--- src/rtl/neuron_sched_pkg.sv ---
// Shared types and defaults for the threshold scan scheduler.
package neuron_sched_pkg;

    localparam int unsigned WIDTH          = 8;
    localparam int unsigned DEF_N_NEURONS  = 8;
    localparam logic [WIDTH-1:0] DEF_REST_VAL = 8'd0;

    typedef enum logic [1:0] {
        IDLE    = 2'd0,
        COMPARE = 2'd1,
        EMIT    = 2'd2,
        DONE    = 2'd3
    } state_t;

endpackage

--- src/rtl/neuron_pot_regfile.sv ---
// Membrane-potential register bank: one write port, one clear port, async read.
module neuron_pot_regfile #(
    parameter int unsigned N_NEURONS = neuron_sched_pkg::DEF_N_NEURONS,
    parameter int unsigned IDX_W     = 3,
    parameter int unsigned WIDTH     = neuron_sched_pkg::WIDTH,
    parameter logic [WIDTH-1:0] REST_VAL = neuron_sched_pkg::DEF_REST_VAL
) (
    input  logic             clk,
    input  logic             rst,
    input  logic             i_wr_en,
    input  logic [IDX_W-1:0] i_wr_idx,
    input  logic [WIDTH-1:0] i_wr_data,
    input  logic             i_clr_en,
    input  logic [IDX_W-1:0] i_clr_idx,
    input  logic [IDX_W-1:0] i_rd_idx,
    output logic [WIDTH-1:0] o_rd_data
);

    logic [WIDTH-1:0] r_pot [N_NEURONS];

    // Write beats clear on the same index; indices outside the bank match nothing.
    always_ff @(posedge clk) begin
        for (int i = 0; i < int'(N_NEURONS); i++) begin
            if (rst) begin
                r_pot[i] <= REST_VAL;
            end else if (i_wr_en && (i_wr_idx == IDX_W'(i))) begin
                r_pot[i] <= i_wr_data;
            end else if (i_clr_en && (i_clr_idx == IDX_W'(i))) begin
                r_pot[i] <= REST_VAL;
            end
        end
    end

    assign o_rd_data = r_pot[i_rd_idx];

endmodule

--- src/rtl/threshold_scan_scheduler.sv ---
// Scans the potential bank through a shared comparator and emits spike events.
module threshold_scan_scheduler #(
    parameter int unsigned N_NEURONS = neuron_sched_pkg::DEF_N_NEURONS,
    parameter int unsigned IDX_W     = 3,
    parameter int unsigned WIDTH     = neuron_sched_pkg::WIDTH,
    parameter logic [WIDTH-1:0] REST_VAL = neuron_sched_pkg::DEF_REST_VAL
) (
    input  logic             clk,
    input  logic             rst,
    input  logic             start,
    input  logic [WIDTH-1:0] thresh,
    input  logic             wr_en,
    input  logic [IDX_W-1:0] wr_idx,
    input  logic [WIDTH-1:0] wr_data,
    output logic [WIDTH-1:0] cmp_a,
    output logic [WIDTH-1:0] cmp_b,
    input  logic             cmp_lt,
    input  logic             cmp_eq,
    input  logic             cmp_gt,
    output logic             spk_valid,
    input  logic             spk_ready,
    output logic [IDX_W-1:0] spk_idx,
    output logic             busy,
    output logic             done,
    output logic [IDX_W:0]   spike_count
);

    import neuron_sched_pkg::*;

    localparam int unsigned CNT_W = IDX_W + 1;
    localparam logic [IDX_W-1:0] LAST_IDX = IDX_W'(N_NEURONS - 1);

    state_t           r_state;
    state_t           w_state_nxt;
    logic [IDX_W-1:0] r_idx;
    logic [WIDTH-1:0] r_thr;
    logic [CNT_W-1:0] r_cnt;
    logic             w_ge;
    logic             w_last;
    logic             w_handshake;

    assign w_ge        = cmp_gt | cmp_eq;
    assign w_last      = (r_idx == LAST_IDX);
    assign w_handshake = (r_state == EMIT) && spk_ready;

    neuron_pot_regfile #(
        .N_NEURONS (N_NEURONS),
        .IDX_W     (IDX_W),
        .WIDTH     (WIDTH),
        .REST_VAL  (REST_VAL)
    ) u_regfile (
        .clk       (clk),
        .rst       (rst),
        .i_wr_en   (wr_en),
        .i_wr_idx  (wr_idx),
        .i_wr_data (wr_data),
        .i_clr_en  (w_handshake),
        .i_clr_idx (r_idx),
        .i_rd_idx  (r_idx),
        .o_rd_data (cmp_a)
    );

    // Next-state logic and state-decoded outputs.
    always_comb begin
        w_state_nxt = r_state;
        spk_valid   = 1'b0;
        busy        = 1'b1;
        done        = 1'b0;
        unique case (r_state)
            IDLE: begin
                busy = 1'b0;
                if (start) w_state_nxt = COMPARE;
            end
            COMPARE: begin
                if (w_ge)        w_state_nxt = EMIT;
                else if (w_last) w_state_nxt = DONE;
            end
            EMIT: begin
                spk_valid = 1'b1;
                if (spk_ready) w_state_nxt = w_last ? DONE : COMPARE;
            end
            DONE: begin
                done        = 1'b1;
                w_state_nxt = IDLE;
            end
            default: w_state_nxt = IDLE;
        endcase
    end

    // State, scan index, sampled threshold and spike counter.
    always_ff @(posedge clk) begin
        if (rst) begin
            r_state <= IDLE;
            r_idx   <= '0;
            r_thr   <= '0;
            r_cnt   <= '0;
        end else begin
            r_state <= w_state_nxt;
            if ((r_state == IDLE) && start) begin
                r_thr <= thresh;
                r_idx <= '0;
                r_cnt <= '0;
            end else if ((r_state == COMPARE) && !w_ge && !w_last) begin
                r_idx <= r_idx + IDX_W'(1);
            end else if (w_handshake) begin
                r_cnt <= r_cnt + CNT_W'(1);
                if (!w_last) r_idx <= r_idx + IDX_W'(1);
            end
        end
    end

    // Comparator sanity: exactly one relation flag while a compare is in flight.
    always_ff @(posedge clk) begin
        if (!rst && (r_state == COMPARE)) begin
            assert ($onehot({cmp_lt, cmp_eq, cmp_gt}))
                else $error("comparator flags not one-hot");
        end
    end

    assign cmp_b       = r_thr;
    assign spk_idx     = r_idx;
    assign spike_count = r_cnt;

endmodule

--- config.mk ---
export PLATFORM = sky130hd
export DESIGN_NAME = threshold_scan_scheduler
export DESIGN_NICKNAME = d
export VERILOG_FILES = /design/src/rtl/neuron_sched_pkg.sv /design/src/rtl/neuron_pot_regfile.sv /design/src/rtl/threshold_scan_scheduler.sv
export SDC_FILE = /design/constraint.sdc
export NUM_CORES = 1
export LEC_CHECK = 0
export ABC_CLOCK_PERIOD_IN_PS = 2700
export CORE_UTILIZATION = 45
export CTS_BUF_LIST = sky130_fd_sc_hd__clkbuf_8
export DETAILED_ROUTE_END_ITERATION = 10
export GPL_TIMING_DRIVEN = 0
export PLACE_DENSITY = 0.68
export SETUP_SLACK_MARGIN = 0.1
export SLEW_MARGIN = 20
export SYNTH_ARGS = -nofsm -noshare
export SYNTH_HDL_FRONTEND = slang
export SYNTH_HIERARCHICAL = 1
export SYNTH_SLANG_ARGS = --single-unit
export TNS_END_PERCENT = 1
--- constraint.sdc ---
create_clock -name clk -period 2.7 [get_ports clk]
set_clock_uncertainty 0.2 [all_clocks]
set_input_delay 0.27 -clock clk [delete_from_list [all_inputs] [get_ports clk]]
set_output_delay 0.27 -clock clk [all_outputs]
set_load 0.01 [all_outputs]
# --- After elaboration in Yosys (flattened, before gate mapping) ---
# Memories as Yosys holds them, arrays and structs flattened. A register that Yosys moved wholly into a read port is not among the register bits.
# Index checks and enable logic that the tools add are counted.
word_totals:
  reg_bits: 17
  latchBits: 0
  ram_bits: 64
  rom_bits: 0
  in_bits: 27
  word_cells: 164
  memories: 1
mem_list:
  columns: ["name", "depth", "word_bits", "rd", "rd_clocked_by_memory_dff", "wr", "line_no", "rtl"]
  rows:
  - ["u_regfile.r_pot", 8, 8, 1, 1, 8, "neuron_pot_regfile.sv:19", "logic [WIDTH-1:0] r_pot [N_NEURONS];"]
classes:
  n_addsub: 2
  n_mul: 0
  n_div: 0
  n_lt_le_gt_ge: 0
  eq_ne: 21
  n_shift: 0
  muxes: 88
  bitwise_logic: 18
  reduce_logical: 30
op_table:
  columns: ["op", "n"]
  rows:
  - ["two-way mux 8 bit", 16]
  - ["two-way mux 1 bit", 61]
  - ["equality test 3 bit (second input constant)", 8]
  - ["logical AND 1 bit", 20]
  - ["bitwise OR 1 bit", 17]
  - ["two-way mux 3 bit", 5]
  - ["equality test 3 x 2 -> 1 bit (second input constant)", 4]
  - ["two-way mux 2 bit", 5]
  - ["one-hot mux 2 bit (4 select lines)", 1]
  - ["equality test 3 x 1 -> 1 bit (second input constant)", 2]
  - ["logical NOT 3 bit", 2]
  - ["adder 4 x 1 -> 4 bit (second input constant)", 1]
  - ["equality test 2 bit (second input constant)", 2]
  - ["inequality test 2 bit (second input constant)", 2]
  - ["AND reduction 2 bit", 2]
  - ["adder 3 x 1 -> 3 bit (second input constant)", 1]
  - ["inequality test 3 bit (second input constant)", 1]
  - ["AND reduction 3 bit", 1]
  - ["equality test 2 x 1 -> 1 bit (second input constant)", 1]
  - ["logical NOT 1 bit", 2]
  - ["logical NOT 2 bit", 1]
  - ["inequality test 2 x 1 -> 1 bit (second input constant)", 1]
  - ["nonzero test 2 bit", 1]
  - ["OR reduction 2 bit", 1]
  - ["inverter 1 bit", 1]

# --- Depth between registers and ports, before layout ---
# Gate-level depths: netlist of the first run.
logic_depth:
  ltp_word: 8
  ltp_mapped: 6
  mapped_depth_nobuf: 4

# --- By module ---
# Netlist of the first run, hierarchy kept.
by_module_without_submodules:
  columns: ["mod", "n_inst", "cells_per_inst", "area_each_um2", "seq_area_each_um2"]
  rows:
  - ["neuron_pot_regfile", 1, 202, 3069.2, 1921.8]
  - ["threshold_scan_scheduler", 1, 89, 779.5, 340.3]

# --- Worst setup path after synthesis of the first run ---
# Ideal clock, no wire load.
synth_path:
  path_type: "register to output"
  from: "register, netlist name spk_idx[0]"
  to: "output cmp_a[1]"
  arrival_ps: 1598
  t_required_ps: 2230
  slack_ps: 632
  path_stages_with_launch: 5
  cell_sequence: "dfxtp_1 > buf_6 > buf_12 > mux4_1 > mux2_2"
synth_lines:
  columns: ["item", "line_no", "rtl"]
  rows:
  - ["to (decl)", "threshold_scan_scheduler.sv:15", "output logic [WIDTH-1:0] cmp_a,"]

==> results.toml, run 1 <==
[outcome]
status = "finished clean"

[worst_setup_path]
rr_worst_depth = 5
rrSetupSlack_ns = 0.20
cp-startpoint = "spk_idx[0]"
path_max_fanout = 8
reg2reg_from = "r_state[0]"
worstSetupPathType = "flip-flop to output port"
critPathCaptureType = "output port"
cp.arrival_ns = 2.09
r2r-end = "u_regfile/r_pot[5][3]"
cp_slowest_cell = "mux4_2"
max_stage_delay_ns = 0.49
cp_data_required_time_ns = 2.23
path_cells = "buf_12, clkbuf_16, mux4_2, mux2_2, dlygate4sd2_1"
startpoint_type = "flip-flop"

[placed_design]
io_buffers = 51
dp_hpwl_um = 6230
gp_congestion = 0.771
pre_cts_slack_ns = -0.165
place_area_mm2 = 0.00449

[power]
leakage_uw = 0.00158
ir_drop_mv = 0.260
power_density_mw_per_mm2 = 578

[sta]
final.period_utilization = 0.947
fin_setup_tns_ns = 0
max_freq_mhz = 391
slew-limit-headroom = 0.294
min_period_ns = 2.56
setup_ws_ns = 0.144
tightest_slew_ns = 1.06
slew_viol_final = 0
rsz0062_at_grt = "true"
hold_ws_ns = 0.259
finalSetupViolations = 0
final_hold_viol_count = 0

[clock_network]
clk_pin_slew_worst_paths_ns = 0.08
postCtsHoldBufs = 0
clock_latency_ns = 0.35
cts_buffers = 9
cts-root-buf = "clkbuf_8"
clockBufferDepth = 2
cts.sinks = 81
htreeDepth = 3
cts_tree = "yes"

[floorplanning]
io_pins = 53
start_util = 0.466
core_mm2 = 0.00826
die_area_mm2 = 0.00893
die_h_um = 94.5
die_w_um = 94.5
rows = 33

[hold_path]
min_path_cells = 3
hold_path_end = "cmp_b[3]"
min_from = "thresh[3]"
min_path_type = "primary input to flip-flop"

[drt]
num_vias = 2708
drc = 0
routed_wl_um = 9240
wl_per_cell_um = 19.9
postRouteAntennaNets = 0
firstDrtPassIters = 4
drt-initial-drc-count = 299
via_per_inst = 5.82

[logic_synthesis]
synth.largest_area_cell = "edfxtp_1"
netlist_instances = 291
synthTopCellsByArea = "edfxtp_1 50%, mux4_1 10%, dfxtp_1 8.8%, nor4_1 5.2%, nor3_1 4.2%"
avgSynthCellArea_um2 = 13.2
synth_fp_nets = 321
ys_seq_area_frac = 0.588
ys_warn_count = 6
yosysUniqueCellTypes = 36
synth_area_mm2 = 0.00385
ys_ff_latch = 81
synth_top_area_frac = 0.499

[layout]
drive_gt1_frac = 0.139
antennaDiodeCount = 0
final_cell_area_mm2 = 0.00474
area_growth_pct = 23.2
fin_nets = 385
postLayoutCoreUtil = 0.574

[global_route]
antenna_found_initial = 0
grt_pass1_vias = 2816
grt_usage = 0.222
grt_max_degree = 16
grt_overflow = 0
grt_pass1_wl_um = 14300

[flow_run]
max_cap_violations = 0
==> how the worst max path moves through the flow <==
stage / to
floorplan: cmp_a[1]
global placement: u_regfile/r_pot[7][2]
detailed placement: u_regfile/r_pot[5][2]
CTS: cmp_a[2]
global route: cmp_a[4]
finish: cmp_a[7]
==> cell usage after synthesis (all sizes together) <==
library cell / number
a21oi: 12
and2: 1
buf: 12
clkbuf: 14
dfxtp: 17
edfxtp: 64
ha: 3
inv: 14
mux2: 8
mux2i: 4
mux4: 16
nand2: 20
nand2b: 4
nand3: 8
nand3b: 3
nand4b: 1
nor2: 3
nor2b: 1
nor3: 32
nor3b: 1
nor4: 32
o21a: 1
o21ai: 2
o221ai: 8
o311ai: 1
or2: 2
or3: 2
or3b: 2
or4b: 1
xor2: 2
==> critical path, delay by kind of cell, from the launching register on <==
kind	cells	cell delay, ns
DFF	1	0.37
muxes	2	0.77
buffers and inverters	3	0.58
==> area by class of cell <==
cell class / instances / area, um^2
plain buffers: 26 / 155
clock buffers: 9 / 124
clock inverters: 7 / 101
fillers: 694 / 3510
inverters: 14 / 52.6
multi-input cells: 170 / 1380
flip-flops and latches: 81 / 2270
well taps: 105 / 131
repair buffers: 53 / 534
==> cells in the final DEF, fill, tap and decap left out, types with 5 or more instances in the layout <==
cell	n
clkbuf_8	9
edfxtp_1	64
nand3_1	8
nor3_1	32
dlygate4sd2_1	7
dfxtp_1	15
buf_1	5
inv_1	14
clkbuf_1	13
mux2_2	8
nand2_1	20
mux4_1	9
nor4_1	32
mux4_2	7
o221ai_1	7
clkdlybuf4s50_1	43
a21oi_1	11
==> timing repair <==
item                                    in CTS  in global routing
buffers inserted                             1                  0
cloned                                       0                  1
gates resized for setup                     22                  2
endpoints found under the setup margin       8                 16
==> registers in the layout, indices dropped and copies added (netlist names) <==
signal,count
cmp_b,8
r_state,2
spike_count,4
spk_idx,3
u_regfile/r_pot,64
==> power breakdown <==
| group | total, uW | leakage [uW] | switching (uW) | internal, uW |
|---|---|---|---|---|
| combinational | 311 | 0.000712 | 171 | 140 |
| clock | 989 | 0.000106 | 461 | 528 |
| sequential | 1440 | 0.000765 | 22.5 | 1420 |
| total | 2740 | 0.00158 | 654 | 2090 |
==> through the flow <==
stage | std cells | power, uW
final | 465 | 2740
after global routing | 465 | 2840
after CTS | 464 | 2750
after detailed placement | 447 | 1780
after global placement | 447 | 1770
after floorplan | 291 | 1630
==> logic make-up (layout without fill, tap and decap cells) <==
kind of cell	after synthesis	in the layout	share of synthesized area
compound gates	24	24	0.0436
flops	81	81	0.588
simple gates	113	113	0.162
mux	28	28	0.142
xor+xnor	2	2	0.00455
buf+inv	40	109	0.0501
fa+ha+maj	3	3	0.00975
==> per-layer routing <==
layer	global-route usage	wire length, um	vias up
met5	0	0	-
met4	0.104	182	0
met3	0.0636	698	16
met2	0.369	4640	121
met1	0.268	3720	1297
li1	-	-	1274
No activity file was read; power rests on OpenSTA's default activity.
==> inputs of run 2 (changes only) <==
- HOLD_SLACK_MARGIN: unset -> 0.03
==> results of run 2 <==
Same layout as run 1: the final DEF is identical, and so are final timing and power.
